`config.mk`:
```
export PLATFORM = sky130hd
export DESIGN_NAME = i2s_rx
export DESIGN_NICKNAME = d
export VERILOG_FILES = /design/src/rtl/i2s_rx.sv
export SDC_FILE = /design/constraint.sdc
export NUM_CORES = 1
export LEC_CHECK = 0
export ABC_AREA = 1
export BUFFER_PORTS_ARGS = -buffer_cell sky130_fd_sc_hd__buf_2
export CAP_MARGIN = 40
export CELL_PAD_IN_SITES_DETAIL_PLACEMENT = 0
export CELL_PAD_IN_SITES_GLOBAL_PLACEMENT = 2
export CORE_AREA = 2 2 126 128
export DETAILED_ROUTE_END_ITERATION = 12
export DIE_AREA = 0 0 128 130
export GPL_TIMING_DRIVEN = 0
export PLACE_DENSITY_LB_ADDON = 0.1
export SYNTH_ARGS = -nofsm -noshare
export SYNTH_HDL_FRONTEND = slang
export SYNTH_SLANG_ARGS = --single-unit
```
`constraint.sdc`:
```
create_clock -name clk -period 1.81 [get_ports clk]
set_input_delay 0.2715 -clock clk [delete_from_list [all_inputs] [get_ports clk]]
set_output_delay 0.2715 -clock clk [all_outputs]
set_load 0.03 [all_outputs]
```
`src/rtl/i2s_rx.sv`:
```
// I2S receiver: 16-bit left/right capture with frame lock and sclk watchdog.
// Optional malformed-word detection is built when I2S_RX_FRAME_ERR_EN is defined.
`timescale 1ns/1ps

module i2s_rx (
  input  logic        clk,
  input  logic        rst,
  input  logic        audio_sclk,
  input  logic        audio_lrck,
  input  logic        audio_adc,
  output logic [15:0] left_audio,
  output logic [15:0] right_audio,
  output logic        sample_valid,
  output logic        locked,
  output logic        frame_err,
  output logic [7:0]  err_count
);

  typedef enum logic [1:0] {IDLE, LEFT, RIGHT} state_t;

  state_t      r_state;
  logic        r_sclkMeta, r_sclkSync, r_sclkPrev;
  logic        r_lrckMeta, r_lrckSync, r_lrckS, r_lrckPrev;
  logic        r_adcMeta, r_adcSync, r_adcS;
  logic        r_rise;
  logic [5:0]  r_bitCnt;
  logic [15:0] r_shift;
  logic [15:0] r_leftHold;
  logic        r_leftOk;
  logic [9:0]  r_wdog;
  logic        w_sclkRise;
  logic        w_lrckChange;

  // Unreset synchronisers; all three inputs share the same stage depth.
  always_ff @(posedge clk) begin
    r_sclkMeta <= audio_sclk;
    r_sclkSync <= r_sclkMeta;
    r_sclkPrev <= r_sclkSync;
    r_lrckMeta <= audio_lrck;
    r_lrckSync <= r_lrckMeta;
    r_adcMeta  <= audio_adc;
    r_adcSync  <= r_adcMeta;
  end

  assign w_sclkRise   = r_sclkSync & ~r_sclkPrev;
  assign w_lrckChange = (r_lrckS != r_lrckPrev);

  // Registered edge detect keeps lrck/adc aligned with the rise they belong to.
  always_ff @(posedge clk) begin
    r_lrckS <= r_lrckSync;
    r_adcS  <= r_adcSync;
    if (rst) r_rise <= 1'b0;
    else     r_rise <= w_sclkRise;
  end

  always_ff @(posedge clk) begin
    if (rst) begin
      r_state      <= IDLE;
      r_lrckPrev   <= 1'b0;
      r_bitCnt     <= '0;
      r_shift      <= '0;
      r_leftHold   <= '0;
      r_leftOk     <= 1'b0;
      r_wdog       <= '0;
      left_audio   <= '0;
      right_audio  <= '0;
      sample_valid <= 1'b0;
      locked       <= 1'b0;
    end else begin
      sample_valid <= 1'b0;
      if (r_rise) begin
        r_wdog     <= '0;
        r_lrckPrev <= r_lrckS;
        case (r_state)
          IDLE: begin
            if (r_lrckPrev && !r_lrckS) begin
              r_state  <= LEFT;
              r_bitCnt <= '0;
              r_shift  <= '0;
              r_leftOk <= 1'b0;
            end
          end
          LEFT, RIGHT: begin
            if (w_lrckChange) begin
              // The change rise is the delay bit: close the word, shift nothing.
              r_bitCnt <= '0;
              r_shift  <= '0;
              if (r_state == LEFT) begin
                r_state    <= RIGHT;
                r_leftHold <= r_shift;
                r_leftOk   <= 1'b1;
              end else begin
                r_state <= LEFT;
                if (r_leftOk) begin
                  left_audio   <= r_leftHold;
                  right_audio  <= r_shift;
                  sample_valid <= 1'b1;
                  locked       <= 1'b1;
                end
              end
            end else begin
              if (r_bitCnt < 6'd16) r_shift[~r_bitCnt[3:0]] <= r_adcS;
              r_bitCnt <= (r_bitCnt == 6'd63) ? 6'd63 : r_bitCnt + 6'd1;
            end
          end
          default: r_state <= IDLE;
        endcase
      end else if (r_wdog == 10'd1023) begin
        // sclk has stalled: drop lock but keep the last samples on the outputs.
        locked  <= 1'b0;
        r_state <= IDLE;
      end else begin
        r_wdog <= r_wdog + 10'd1;
      end
    end
  end

`ifdef I2S_RX_FRAME_ERR_EN
  logic w_wordBad;
  assign w_wordBad = (r_bitCnt < 6'd16) || (r_bitCnt > 6'd32);

  always_ff @(posedge clk) begin
    if (rst) begin
      frame_err <= 1'b0;
      err_count <= '0;
    end else begin
      frame_err <= 1'b0;
      if (r_rise && (r_state != IDLE) && w_lrckChange && w_wordBad) begin
        frame_err <= 1'b1;
        if (err_count != 8'd255) err_count <= err_count + 8'd1;
      end
    end
  end
`else
  assign frame_err = 1'b0;
  assign err_count = 8'd0;
`endif

endmodule

```
## After elaboration in Yosys (flattened, before gate mapping)

Cells that the tools add are included.

- Output and inout port bits: 43
- Flip-flop bits (word level): 96
- Logic and storage cells: 92
- Bits of input ports: 5

- Add/sub/neg operators: 2
- Multiplexer cells: 28
- Reduce and logical (&&, ||, !) cells: 16
- $lt $le $gt $ge: 3
- Bitwise operators: 7
- Equality and inequality tests: 15

Operators with widths:

| cell | number |
|---|---|
| $mux W16 | 3 |
| $pmux W16 S2 | 1 |
| $mux W6 | 3 |
| $bwmux W16 | 1 |
| $reduce_and A5 Y1 | 3 |
| $pmux W6 S2 | 1 |
| $mux W1 | 11 |
| $add A10 B1 Y10 const B | 1 |
| $eq A10 B10 Y1 const B | 1 |
| $mux W2 | 5 |
| $ne A3 B3 Y1 const B | 3 |
| $ne A2 B2 Y1 const B | 4 |
| $reduce_and A4 Y1 | 2 |
| $add A6 B1 Y6 const B | 1 |
| $eq A6 B6 Y1 const B | 1 |
| $lt A6 B5 Y1 const B | 1 |
| $ne A2 B1 Y1 const B | 3 |
| $reduce_and A3 Y1 | 2 |
| $lt A4 B5 Y1 const B | 1 |
| $not A1 Y1 | 5 |
| $reduce_or A5 Y1 | 1 |
| $demux W1 S4 | 1 |
| $ge A4 B1 Y1 const B | 1 |
| $not A4 Y4 | 1 |
| other kinds (11) | 14 |

## Logic depth before layout (Yosys ltp)

Gate-level depths: netlist of run 1.

- Depth after elaboration: 9
- Depth in mapped cells: 11
- Depth with buffers taken out: 11

## Worst setup path after synthesis of run 1

OpenSTA, ideal clock, no wires.

- Kind: register to register
- Start point: register r_state[0]
- End point: register r_shift[10]
- Arrival time: 1555 ps
- Period minus slack after synthesis: 1619 ps
- Library setup time: 64 ps
- Slack: 191 ps
- Cell stages (with the launch flop): 9
- Required time: 1746 ps
- Path buffers: 1
- Path through: dfxtp_1 > inv_1 > ha_1 > nor2_1 > nor2_2 > a21oi_2 > buf_2 > nand2_1 > nor2_1

- Longest elaborated chain between the ends: 4
- Elaborated cells between the ends (all ways): 9
- Those cells by class: eq/ne (4); mux (1); reduce/logical (4)

Ends and longest elaborated chain:

| what | line | RTL |
|---|---|---|
| start, declared | 21 | `state_t r_state;` |
| start signal, assigned | 58 | `r_state <= IDLE;` |
| start signal, assigned | 77 | `r_state <= LEFT;` |
| start signal, assigned | 89 | `r_state <= RIGHT;` |
| $eq A2 B1 Y1 / $eq A2 B2 Y1 (equally long branches) | 74 | `case (r_state)` |
| $reduce_or A2 Y1 | 74 |  |
| $ne A3 B3 Y1 (no line) / $reduce_bool A2 Y1 (equally long branches) | n/a |  |
| $reduce_and A4 Y1 (no line) | n/a |  |
| end signal, assigned by index | 102 | `if (r_bitCnt < 6'd16) r_shift[~r_bitCnt[3:0]] <= r_adcS;` |
| end, declared | 27 | `logic [15:0] r_shift;` |

Several ways; a longest one is shown, not always the timed one.
A chain may end at the register's enable or synchronous reset.

## Worst setup path after layout of run 1

- Start point: register r_lrckS
- End point: register right_audio[1]

- Longest elaborated chain between the ends: 2

Ends and longest elaborated chain:

| what | line | RTL |
|---|---|---|
| start, declared | 23 | `logic r_lrckMeta, r_lrckSync, r_lrckS, r_lrckPrev;` |
| start signal, assigned | 50 | `r_lrckS <= r_lrckSync;` |
| $ne A1 B1 Y1 | 46 | `assign w_lrckChange = (r_lrckS != r_lrckPrev);` |
| $reduce_and A5 Y1 (no line) | n/a |  |
| end signal, assigned | 96 | `right_audio <= r_shift;` |
| end, declared | 12 | `output logic [15:0] right_audio,` |

Every way passes these cells.

==> reports/summary.log, run 1 <==
INFO  synthesis      synth_enable_flop_cells=0
INFO  placement      area_after_dpl=4630squm
INFO  critical_path  critPathRequiredTime=2040ps
INFO  timing         timing.final.hold_violations=0
INFO  timing         grt_setup_unrepaired=no
INFO  synthesis      synth-seq-area-share=46.0%
INFO  synthesis      synth_top_area_share=46.0%
INFO  cts            cts_max_level=3
INFO  cts            total_clock_buffers_created_by_cts=9
INFO  routing        detail-route-antenna-nets=0
INFO  routing        wire_per_inst=13.1um
INFO  final_layout   multiInputGateArea=1770squm
INFO  final_layout   final_cells=806
INFO  cts            cell_at_the_root_of_the_clock_tree=clkbuf_16
INFO  placement      port_buffers=37
INFO  critical_path  worst_ep_arrival_time=1930ps
INFO  run            drv_cap=0
INFO  floorplan      fp.coreArea=15,400squm
INFO  critical_path  path_common_cell=buf_6
INFO  synthesis      synthTopCellsByCount=96 x dfxtp_1, 91 x nand2_1, 87 x inv_1, 64 x a21oi_1, 38 x nor2_1
INFO  timing         clock_skew=3.88ps
INFO  grt            grt_util_met1=18.8%
INFO  timing         setup_viol=0
INFO  final_layout   antennaDiodeCount=0
INFO  grt            grt_max_degree=17
INFO  grt            vias_in_the_first_global_route=3,143
INFO  pwr            p_leak=2.12nW
INFO  routing        routed_via_density=4.38
INFO  synthesis      syn-cell-area=4180squm
INFO  min_path       min_path_cells=1
INFO  timing         slew_viol_final=0
INFO  grt            first_pass_grt_wire_length=17.0mm
INFO  final_layout   synthToLayoutAreaGrowth=19.9%
INFO  pwr            power.density=854nW/um^2
INFO  routing        totalWireLength=10.6mm
INFO  grt            grt.met2_usage=20.2%
INFO  critical_path  critical_path.endpoint_type=register
INFO  grt            grt_remaining_overflow=0
INFO  outcome        status=completed
INFO  timing         slew_headroom=55.7%
INFO  cts            clock_tree.buffer_depth=2
INFO  min_path       kind_of_path_behind_the_tightest_hold_check=input pin to register
INFO  critical_path  critical_path.max_fanout=10
INFO  pwr            vdd.ir_drop.worst=0.383mV
INFO  floorplan      row_count=46
INFO  critical_path  path_class=register to register
INFO  final_layout   nNetsFinal=626
INFO  timing         tightestPinTransition=665ps
INFO  routing        drt_iter0_markers=208
INFO  cts            worst_setup_hold_path_clk_slew=70ps
INFO  grt            met3_track_demand_over_resource_in_global_routing=3.44%
INFO  final_layout   fillerInstances=1,702
INFO  synthesis      syn_avg_cell_area=7.54squm
INFO  floorplan      die_w=128um
INFO  critical_path  rr_worst_depth=8
INFO  floorplan      die_h=130um
INFO  synthesis      yosys_warnings=0
INFO  synthesis      postSynthCellCount=554
INFO  critical_path  worst_path_max_delay_cell=ha_2
INFO  cts            cts_sinks=96
INFO  cts            clock_latency=340ps
INFO  placement      dpl.hpwl=7.81mm
INFO  routing        routed-via-count=3,534
INFO  routing        drcViolationCount=0
INFO  timing         finalWorstPathRequiredPeriod=1710ps
INFO  floorplan      floorplan.initialDensity=27.1%
INFO  final_layout   final_area=5010squm
INFO  grt            globalRoute.busiestLayer=met2
INFO  timing         period_share=94.3%
INFO  floorplan      io-pin-count=48
INFO  final_layout   area_used_by_sequential_logic_in_the_layout=1920squm
INFO  timing         max_freq=586MHz
INFO  synthesis      synth_async_sr_flop_share=0%
INFO  synthesis      dominantRegCellSynth=dfxtp_1
INFO  final_layout   layout-drive-gt1-share=16.4%
INFO  synthesis      synth_seq_cells=96
INFO  floorplan      fp.dieArea=16,600squm
INFO  synthesis      post_synth_main_area_contributors=dfxtp_1 46%, nand2_1 8.2%, inv_1 7.8%, a21oi_1 7.7%, nand4_1 4.3%
INFO  routing        detail_route.first_pass.iterations=4
INFO  grt            antenna_found_initial=0
INFO  critical_path  cpPeakStageDelay=340ps
INFO  placement      dp.cells=791
INFO  placement      gp_routability_congestion=0.763
INFO  critical_path  timing.critical_path.cells=inv_1 > ha_2 > nor2_8 > nand4_4 > buf_6 > buf_6 > o21ai_1 > a21oi_1
INFO  critical_path  timing.critical_path.from_type=register
INFO  synthesis      post-synth-top-area-cell=dfxtp_1
INFO  synthesis      most_numerous_cell_in_the_yosys_netlist=dfxtp_1
INFO  grt            globalRouteTotalUtil=13.3%
INFO  cts            tritoncts=done
INFO  synthesis      synth_cell_type_count=31
## what timing repair did
item | 4_1_cts | 5_1_grt
hold buffers | 0 | 0
pin swaps | 1 | 1
gates resized for setup | 17 | 12
hold endpoints to repair | 0 | 0
setup buffers | 1 | 0
endpoints found under the setup margin | 31 | 39
## per-stage QoR
stage          setup TNS [ps]  hold WS [ps]  power, mW  util [%]  setup slack, ps
3_3_place_gp            -2270           311       2.35      30.0             -183
2_1_floorplan               0           299       2.31         -              191
5_1_grt                     0          13.4       4.45      32.5             2.88
4_1_cts                     0          10.1       4.35      32.3             12.4
3_5_place_dp            -2270           314       2.35      30.0             -211
6_report                    0          23.5       4.27      32.5              103
## critical path: cells and delay by family, from the launching register on
family	cells	cell delay, ps
flip-flops	1	310
buffers and inverters	3	370
AO/OA/AOI/OAI	2	260
AND/OR/NAND/NOR	2	310
adder cells (fa/ha/maj)	1	340
## cells by family after synthesis
logic type,synth area share [%]
other cells,0.0898
fa+ha+maj,3.60
xor+xnor,0.420
flops,46.0
buf+inv,13.5
simple gates,22.7
compound gates,13.6
## registers in the layout, indices dropped and copies added, names as in the netlist, 2 cells and up
register and count:
r_bitCnt 6, r_state 2, right_audio 16, r_shift 16, r_leftHold 16, left_audio 16
r_wdog 10
## layout by cell type, fill, tap and decap left out, types with 3 or more instances in the layout
master     instances
a21oi_1           64
a31oi_1            4
buf_2             41
buf_4             17
buf_6              5
clkbuf_1           6
clkbuf_16          9
clkbuf_2           5
conb_1             9
dfxtp_1           94
ha_1               9
inv_1             87
nand2_1           90
nand3_1           32
nand3b_1           3
nand4_1           29
nor2_1            36
nor3_1             4
o21ai_0           30
o21ai_1           10
## final cells by class
class / count / share of cell area (%)
Clock buffer: 10 / 4.77
Timing Repair Buffer: 38 / 3.85
Buffer: 36 / 4.87
Clock inverter: 6 / 1.35
Inverter: 89 / 6.67
Sequential cell: 96 / 38.4
Multi-Input combinational cell: 339 / 35.3
Tap cell: 192 / 4.80
## routing by layer
layer  part of all wire, %  routed length (um)  vias to the layer above
met1                    52                5540                     1606
met5                     0                   0                        -
met4                  0.97                 102                        0
li1                      -                   -                     1880
met2                    44                4610                       41
met3                   3.0                 315                        7
## final timing paths
check             startpoint        endpoint  slack, ps
setup / recovery     r_lrckS  right_audio[1]        100
hold / removal     audio_adc       r_adcMeta         20
setup reg to reg     r_lrckS  right_audio[1]        100
hold reg to reg   r_lrckMeta      r_lrckSync        330
## power by group
group          switching, mW  total [mW]  internal, mW
registers             0.0129        2.14          2.13
clock network          0.859        1.97          1.11
logic                  0.109       0.159        0.0500
Power figures use the tool's default switching activity.
==> run 2: changes to the inputs <==
--- a/config.mk
+++ b/config.mk
@@ -15,6 +15,7 @@
 export DIE_AREA = 0 0 128 130
 export GPL_TIMING_DRIVEN = 0
 export PLACE_DENSITY_LB_ADDON = 0.1
+export REMOVE_ABC_BUFFERS = 1
 export SYNTH_ARGS = -nofsm -noshare
 export SYNTH_HDL_FRONTEND = slang
 export SYNTH_SLANG_ARGS = --single-unit
==> reports/summary.log, run 2 (synthesis results as in run 1) <==
INFO  critical_path  path_class=register to register
INFO  routing        drt_iter0_markers=129 [-38%]
INFO  placement      gp_routability_congestion=0.731 [-4.3%]
INFO  timing         setup_viol=0 [unchanged]
INFO  final_layout   fillerInstances=1,705 [+0.18%]
INFO  critical_path  r2r-start=r_state[0]
INFO  critical_path  reg2reg_setup_slack=130ps [+20 ps]
INFO  final_layout   final_common_cell=dfxtp_1
INFO  critical_path  path_common_cell=nand2_1
INFO  critical_path  critPathRequiredTime=2060ps [+20 ps]
INFO  final_layout   layout-drive-gt1-share=14.7% [-1.8 points]
INFO  floorplan      fp.dieArea=16,600squm [unchanged]
INFO  floorplan      fp.coreArea=15,400squm [unchanged]
INFO  timing         max_freq=594MHz [+1.4%]
INFO  min_path       kind_of_path_behind_the_tightest_hold_check=input pin to register
INFO  final_layout   most-common-layout-cells=94 x dfxtp_1, 89 x nand2_1, 87 x inv_1, 64 x a21oi_1, 38 x buf_2
INFO  cts            total_clock_buffers_created_by_cts=9 [unchanged]
INFO  grt            grt_max_degree=54 [+37]
INFO  placement      area_after_dpl=4510squm [-2.7%]
INFO  critical_path  worst_path_max_delay_cell=dfxtp_2
INFO  critical_path  worst_setup_path_startpoint=r_state[0]
INFO  grt            grt_remaining_overflow=0 [unchanged]
INFO  cts            cts_sinks=96 [unchanged]
INFO  critical_path  reg2reg_to=r_shift[8]
INFO  cts            tritoncts=done
INFO  grt            vias_in_the_first_global_route=3,083 [-1.9%]
INFO  final_layout   antennaDiodeCount=0 [unchanged]
INFO  pwr            power.density=855nW/um^2 [+0.16%]
INFO  critical_path  worst_ep_arrival_time=1930ps [about the same]
INFO  cts            worst_setup_hold_path_clk_slew=60ps [about the same]
INFO  timing         final.hold.worst_slack=23.8ps [+0.332 ps]
INFO  final_layout   nNetsFinal=605 [-3.4%]
INFO  cts            cts_max_level=3 [unchanged]
INFO  min_path       whs_endpoint=r_adcMeta
INFO  critical_path  timing.critical_path.from_type=register
INFO  floorplan      row_count=46 [unchanged]
INFO  timing         slew_headroom=58.1% [+2.5 points]
INFO  routing        wire_per_inst=12.3um [-5.9%]
INFO  critical_path  cpPeakStageDelay=350ps [about the same]
INFO  floorplan      io-pin-count=48 [unchanged]
INFO  final_layout   synthToLayoutAreaGrowth=18.9%
INFO  timing         period_share=93.0% [-1.3 points]
INFO  grt            globalRouteTotalUtil=12.3% [-0.96 points]
INFO  floorplan      floorplan.initialDensity=27.1% [unchanged]
INFO  pwr            p_leak=2.07nW [-2.4%]
INFO  cts            ctsHoldBuffers=0 [unchanged]
INFO  critical_path  critical-path-top-delay-family=buffers and inverters
INFO  routing        detail-route-antenna-nets=0 [unchanged]
INFO  grt            antenna_found_initial=0 [unchanged]
INFO  critical_path  rr_worst_depth=10 [+2]
INFO  grt            first_pass_grt_wire_length=16.0mm [-5.9%]
INFO  min_path       hold_path_startpoint=audio_adc
INFO  critical_path  timing.critical_path.cells=inv_1 > ha_4 > nand2_1 > nand2_1 > nor2_4 > buf_16 > a21oi_4 > buf_4 > nand2_1 > nor2_1
INFO  routing        drcViolationCount=0 [unchanged]
INFO  cts            cell_at_the_root_of_the_clock_tree=clkbuf_16
INFO  floorplan      die_w=128um [unchanged]
INFO  timing         grt_setup_unrepaired=no
INFO  placement      dpl.hpwl=6.61mm [-15%]
INFO  run            drv_cap=0 [unchanged]
INFO  timing         slew_viol_final=0 [unchanged]
INFO  critical_path  critical_path.max_fanout=25 [+15]
INFO  routing        totalWireLength=9.67mm [-8.4%]
INFO  timing         finalWorstPathRequiredPeriod=1680ps [-22.8 ps]
INFO  cts            clock_latency=350ps [about the same]
INFO  pwr            vdd.ir_drop.worst=0.405mV [+5.5%]
INFO  routing        routed-via-count=3,441 [-2.6%]
INFO  routing        detail_route.first_pass.iterations=4 [unchanged]
INFO  critical_path  worst-path-buf-inv=3 [unchanged]
INFO  min_path       min_path_cells=1 [unchanged]
INFO  placement      port_buffers=38 [+2.7%]
INFO  floorplan      die_h=130um [unchanged]
INFO  timing         tightestPinTransition=628ps [-36.9 ps]
INFO  cts            clock_tree.buffer_depth=2 [unchanged]
INFO  critical_path  critical_path.endpoint_type=register
INFO  timing         clock_skew=7.22ps [+3.34 ps]
INFO  final_layout   final_area=4960squm [-0.85%]
INFO  pwr            p_total=4.25mW [-0.69%]
INFO  timing         timing.final.hold_violations=0 [unchanged]
INFO  routing        routed_via_density=4.38 [about the same]
INFO  outcome        status=completed
run 2: changes by cell type in the layout (fill, tap and decap cells not counted), moves of 2 or more:
| cell | previous run | this run |
|---|---|---|
| buf_12 | 0 | 2 |
| buf_16 | 0 | 3 |
| buf_2 | 41 | 38 |
| buf_4 | 17 | 10 |
| buf_6 | 5 | 0 |
| clkbuf_1 | 6 | 2 |
| clkbuf_2 | 5 | 0 |
| clkinvlp_4 | 2 | 0 |
| o21ai_0 | 30 | 35 |
| o21ai_1 | 10 | 5 |
run 2: how the worst max path moves through the flow:
stage | endpoint | depth (start not counted)
after detailed placement | r_shift[9] | 8
after CTS | r_bitCnt[5] | 7
after global routing | r_shift[8] | 10
after global placement | r_shift[3] | 7
final | r_shift[8] | 10
after floorplan | r_shift[10] | 7
run 2: worst reg2reg max path, delay by kind of cell (launching register included):
family	cells	cell delay (ps)
buffers and inverters	3	480
and+or+nand+nor	5	480
DFF	1	350
adders and majority gates	1	200
AOI/OAI and AO/OA	1	80
run 2: where the power goes:
group	switching, mW	total (mW)	internal, mW
clock network	0.804	1.95	1.14
registers	0.0131	2.14	2.13
logic	0.106	0.154	0.0475
run 2: layout make-up:
class                           count  area, sq um  share of cell area [%]
Multi-Input combinational cell    339         1780                    35.8
Tap cell                          192          240                    4.84
Inverter                           89          334                    6.73
Clock inverter                      3         40.0                   0.806
Sequential cell                    96         1920                    38.8
Timing Repair Buffer               53          388                    7.81
Clock buffer                       13          260                    5.24
run 2: timing repair:
item,4_1_cts,5_1_grt
setup endpoints to repair,70,22
pin swaps,4,0
setup buffers,7,4
gates resized for setup,11,6
run 2: per-layer routing:
metal  GRT usage [%]  part of all wire [%]  vias up
met3            2.62                   3.0       13
met4            5.82                   2.1        0
met2            17.9                    41       49
met5               0                     0        -
li1                -                     -     1837
met1            17.5                    53     1542
run 2: metrics by stage:
step	setup WS (ps)	TNS [ps]	cells	util, %
final	126	0	785	32.2
after global routing	4.39	0	785	32.2
after CTS	29.9	0	781	31.9
after detailed placement	-477	-16900	758	29.2
after global placement	-904	-42620	754	28.6
after floorplan	-310	-7940	524	-
